<file path="src/rtl/bp_cce_hybrid_mem_cmd_arbiter.sv">
// Round-robin arbiter that merges several hybrid-CCE mem_cmd streams onto one port.
// The grant is held from a message's first offered beat until its last beat handshakes.
module bp_cce_hybrid_mem_cmd_arbiter #(
  parameter int num_req_p        = 2,
  parameter int mem_data_width_p = 64,
  parameter int hdr_w            = 64
) (
  input  logic                                 clk_i,
  input  logic                                 reset_n_i,
  input  logic [num_req_p*hdr_w-1:0]           req_header_i,
  input  logic [num_req_p*mem_data_width_p-1:0] req_data_i,
  input  logic [num_req_p-1:0]                 req_v_i,
  input  logic [num_req_p-1:0]                 req_last_i,
  output logic [num_req_p-1:0]                 req_ready_and_o,
  output logic [hdr_w-1:0]                     mem_cmd_header_o,
  output logic [mem_data_width_p-1:0]          mem_cmd_data_o,
  output logic                                 mem_cmd_v_o,
  output logic                                 mem_cmd_last_o,
  input  logic                                 mem_cmd_ready_and_i,
  output logic [num_req_p-1:0]                 grant_o,
  output logic                                 empty_o
);

  localparam int ptr_w = (num_req_p > 1) ? $clog2(num_req_p) : 1;

  // Valid/ready: a beat transfers in any cycle where mem_cmd_v_o and
  // mem_cmd_ready_and_i are both high; once offered, a beat is never withdrawn.
  logic             lock_q, lock_d;
  logic [ptr_w-1:0] owner_q, owner_d;
  logic [ptr_w-1:0] rr_ptr_q, rr_ptr_d;
  logic [ptr_w-1:0] cand;
  logic             cand_v;
  logic             hs;

  // Circular priority scan from rr_ptr_q; descending k so the nearest valid wins.
  always_comb begin : pick
    int idx;
    cand   = rr_ptr_q;
    cand_v = 1'b0;
    idx    = 0;
    if (lock_q) begin
      cand   = owner_q;
      cand_v = 1'b1;
    end else begin
      for (int k = num_req_p - 1; k >= 0; k--) begin
        idx = (int'(rr_ptr_q) + k) % num_req_p;
        if (req_v_i[idx]) begin
          cand   = ptr_w'(idx);
          cand_v = 1'b1;
        end
      end
    end
  end

  always_comb begin : out_mux
    mem_cmd_header_o = '0;
    mem_cmd_data_o   = '0;
    mem_cmd_last_o   = 1'b0;
    mem_cmd_v_o      = 1'b0;
    for (int i = 0; i < num_req_p; i++) begin
      if (cand == ptr_w'(i)) begin
        mem_cmd_header_o = req_header_i[i*hdr_w +: hdr_w];
        mem_cmd_data_o   = req_data_i[i*mem_data_width_p +: mem_data_width_p];
        mem_cmd_last_o   = req_last_i[i];
        mem_cmd_v_o      = cand_v & req_v_i[i];
      end
    end
  end

  assign grant_o         = cand_v ? (num_req_p'(1) << cand) : '0;
  assign req_ready_and_o = cand_v ? (num_req_p'(mem_cmd_ready_and_i) << cand) : '0;
  assign empty_o         = ~lock_q & ~(|req_v_i);
  assign hs              = mem_cmd_v_o & mem_cmd_ready_and_i;

  always_comb begin : next_state
    lock_d   = lock_q;
    owner_d  = owner_q;
    rr_ptr_d = rr_ptr_q;
    if (hs && mem_cmd_last_o) begin
      lock_d   = 1'b0;
      rr_ptr_d = (cand == ptr_w'(num_req_p - 1)) ? '0 : cand + 1'b1;
    end else if (hs || (mem_cmd_v_o && !lock_q)) begin
      lock_d  = 1'b1;
      owner_d = cand;
    end
  end

  always_ff @(posedge clk_i or negedge reset_n_i) begin
    if (!reset_n_i) begin
      lock_q   <= 1'b0;
      owner_q  <= '0;
      rr_ptr_q <= '0;
    end else begin
      lock_q   <= lock_d;
      owner_q  <= owner_d;
      rr_ptr_q <= rr_ptr_d;
    end
  end

endmodule

</file>
<file path="config.mk">
export PLATFORM = sky130hd
export DESIGN_NAME = bp_cce_hybrid_mem_cmd_arbiter
export DESIGN_NICKNAME = d
export VERILOG_FILES = /design/src/rtl/bp_cce_hybrid_mem_cmd_arbiter.sv
export SDC_FILE = /design/constraint.sdc
export NUM_CORES = 1
export LEC_CHECK = 0
export ABC_AREA = 1
export BUFFER_PORTS_ARGS = -buffer_cell sky130_fd_sc_hd__buf_2
export CORE_AREA = 2 2 153 155
export CTS_CLUSTER_DIAMETER = 120
export CTS_CLUSTER_SIZE = 25
export DETAILED_ROUTE_END_ITERATION = 7
export DIE_AREA = 0 0 155 157
export PLACE_DENSITY = 0.37
export SETUP_SLACK_MARGIN = 0.05
export SYNTH_ARGS = -nofsm -noshare
export SYNTH_HDL_FRONTEND = slang
export SYNTH_SLANG_ARGS = --single-unit
export TNS_END_PERCENT = 30
</file>
<file path="constraint.sdc">
create_clock -name clk_i -period 1.5 [get_ports clk_i]
set_input_delay 0.3 -clock clk_i [delete_from_list [all_inputs] [get_ports clk_i]]
set_output_delay 0.3 -clock clk_i [all_outputs]
set_load 0.02 [all_outputs]
</file>
==> flow_summary.ini <==
[outcome]
status = complete, but fails checks
violations = negative setup slack

[placed_design]
io_buffer_count = 397
hpwl_microns = 11300
gp_congestion = 0.769
pre_cts_ws_ns = -0.295
dp_cells = 1148

[drt]
drtIter0Drc = 198
viasPerCell = 3.58
drc_errors = 0
wire_per_inst_microns = 11.6
wirelength_microns = 13400
drt-pass1-iter-count = 4
ant_nets = 0
vias = 4132

[sta]
hold_viol = 0
slew_headroom_pct = 84.2
setup_viol = 137
finalCritPeriodShare_pct = 130
fin_worst_skew_ns = 0.00153
worst_pin_slew_ns = 0.237
fin_crit_ns = 1.95
slew_viol_final = 0
fmax_mhz = 514
rsz0062_at_grt = true
fin_ws_ns = -0.446

[cts]
clk-insertion-delay-late_ns = 0.22
cts_root_buf = clkbuf_16
clock_path_buffers = 2
cts.sinks = 3
htreeDepth = 1
cts_tree = done
path_clk_slew_ns = 0.03
cts_buffers = 3

[critical_path]
worst-path-max-fanout = 36
start_kind = flop
worst_setup_path_end_kind = output port
slowest_stage = dfrtp_1
crit_family = buffers and inverters
critPathArrivalTime_ns = 1.65
required_ns = 1.20
path_common_cell = buf_12
worst-path-buf-inv = 3
crit_type = reg -> out
crit_chain = nor2_2, nand2_4, nand2_8, buf_12, buf_12, nand2_1, nand2_2, buf_2
critical-path-max-stage-delay_ns = 0.40

[worst_hold_path]
hp-class = in -> reg

[grt]
grt-busiest-layer = met2
overflow = 0
use_met1_pct = 9.87
met3_usage_pct = 2.01
grt_usage_pct = 9.75
grt_start_max_net_pins = 49
grtUsageMet2_pct = 20.1
first_global_vias = 3952
grt_pass1_wl_microns = 19000
grt_antenna_before_repair = 1

[pwr]
ir_drop_v = 0.00104
p_per_area_nw_per_um2 = 2260
leakage_uw = 0.00332

[finish]
n_antenna_cell = 0
nets = 1134
synthToLayoutAreaGrowth_pct = 169
final_cells = 1155
fill_cells = 2532
drive_gt1_share_pct = 60.2
layout.area.seq_sq_um = 75.1
multiInputGateArea_sq_um = 1840

[logic_synthesis]
ys.flop_type = dfrtp_1
synth_common_cells = 373 x nand2_1, 22 x nand2_2, 11 x buf_2
synth_edf_count = 0
synth_area_leaders = nand2_1 71%, nand2_2 6.9%, buf_6 4.5%, dfrtp_1 3.8%, buf_12 3.0%
ys_types = 20
synth_warnings = 0
mappedNetlistNets = 714
async_flop_share_pct = 100
syn_area_sq_um = 1980
syn_avg_cell_area_sq_um = 4.40
synth_top_area_share_pct = 70.6
seq_area_frac_synth_pct = 3.79
yosys.cell_count.top_type = nand2_1
synth_top_cell_by_area = nand2_1
netlist_instances = 451
synth_seq_cells = 3

[die]
core_sq_um = 22500
num_rows = 55
die_x_microns = 155
die_h_microns = 157
io_pins = 398
die_area_sq_um = 24300
start_util_pct = 8.81

[job]
max_cap_violations = 0
## state kept, by name (all words and copies together) (netlist names)
register,flops
owner_q,1
rr_ptr_q,1
lock_q,1
## what timing repair did
action / 4_1_cts / 5_1_grt
setup buffers: 1 / 1
pin swaps: 0 / 0
hold buffers: 1 / 0
setup endpoints to repair: 138 / 138
resized for setup: 154 / 26
endpoints found under the hold margin: 3 / 0
## placed cells by master, fill, tap and decap left out, drive strengths merged
cell type,synthesis,routed
dlygate4sd3,0,1
nand2,397,397
o21ai,1,1
nand3,7,7
a21oi,1,1
nor3,2,2
a31oi,1,1
clkbuf,5,4
dfrtp,3,3
buf,23,442
nand3b,1,1
inv,4,4
nor2,6,6
## cells by family (layout without fill, tap and decap cells)
family	Yosys count	after routing	share of synthesized area, %
AOI/OAI and AO/OA	3	3	0.820
and+or+nand+nor	413	413	83.0
DFF	3	3	3.79
buffers and inverters	32	451	12.4
## metrics by stage
step	cell area, sq um	hold WS [ns]	power (uW)	utilization [%]	TNS [ns]
2_1_floorplan	2120	0.00441	6300	-	-10.47
3_3_place_gp	4680	0.106	10200	20.8	-31.41
3_5_place_dp	4680	0.108	10000	20.8	-30.61
4_1_cts	5240	0.338	11900	23.3	-56.98
5_1_grt	5330	0.377	13000	23.7	-65.35
6_report	5330	0.338	12000	23.7	-50.94
## metal layers
layer  wire (microns)  part of all wire, %
met1             4780                   36
met2             7350                   55
met3             1090                  8.1
met4              196                  1.5
met5               13                0.097
## report_power, final
part	internal, uW	total (uW)	switching (uW)	leakage, uW
combinational	4990	11500	6480	0.00325
clock	350	417	66.8	0.0000382
sequential	119	154	35.7	0.0000343
## layout make-up
type	count	share of cell area [%]
repair buffers	443	55.4
flip-flops and latches	3	1.41
multi-input cells	416	34.6
well taps	285	6.69
inverters	4	0.376
clock buffers	4	1.48
## path summary, 6_finish.rpt
check / to / depth (start not counted) / slack, ns / startpoint
min in group asynchronous: lock_q / 2 / 0.43 / reset_n_i
worst min register to register: owner_q / 3 / 0.62 / owner_q
worst max register to register: rr_ptr_q / 9 / -0.07 / lock_q
worst min-delay path: lock_q / 2 / 0.34 / mem_cmd_ready_and_i
max in group asynchronous: owner_q / 2 / 0.96 / reset_n_i
worst max-delay path: mem_cmd_data_o[38] / 8 / -0.45 / lock_q
Note: power is estimated with default switching activity, not from simulation.
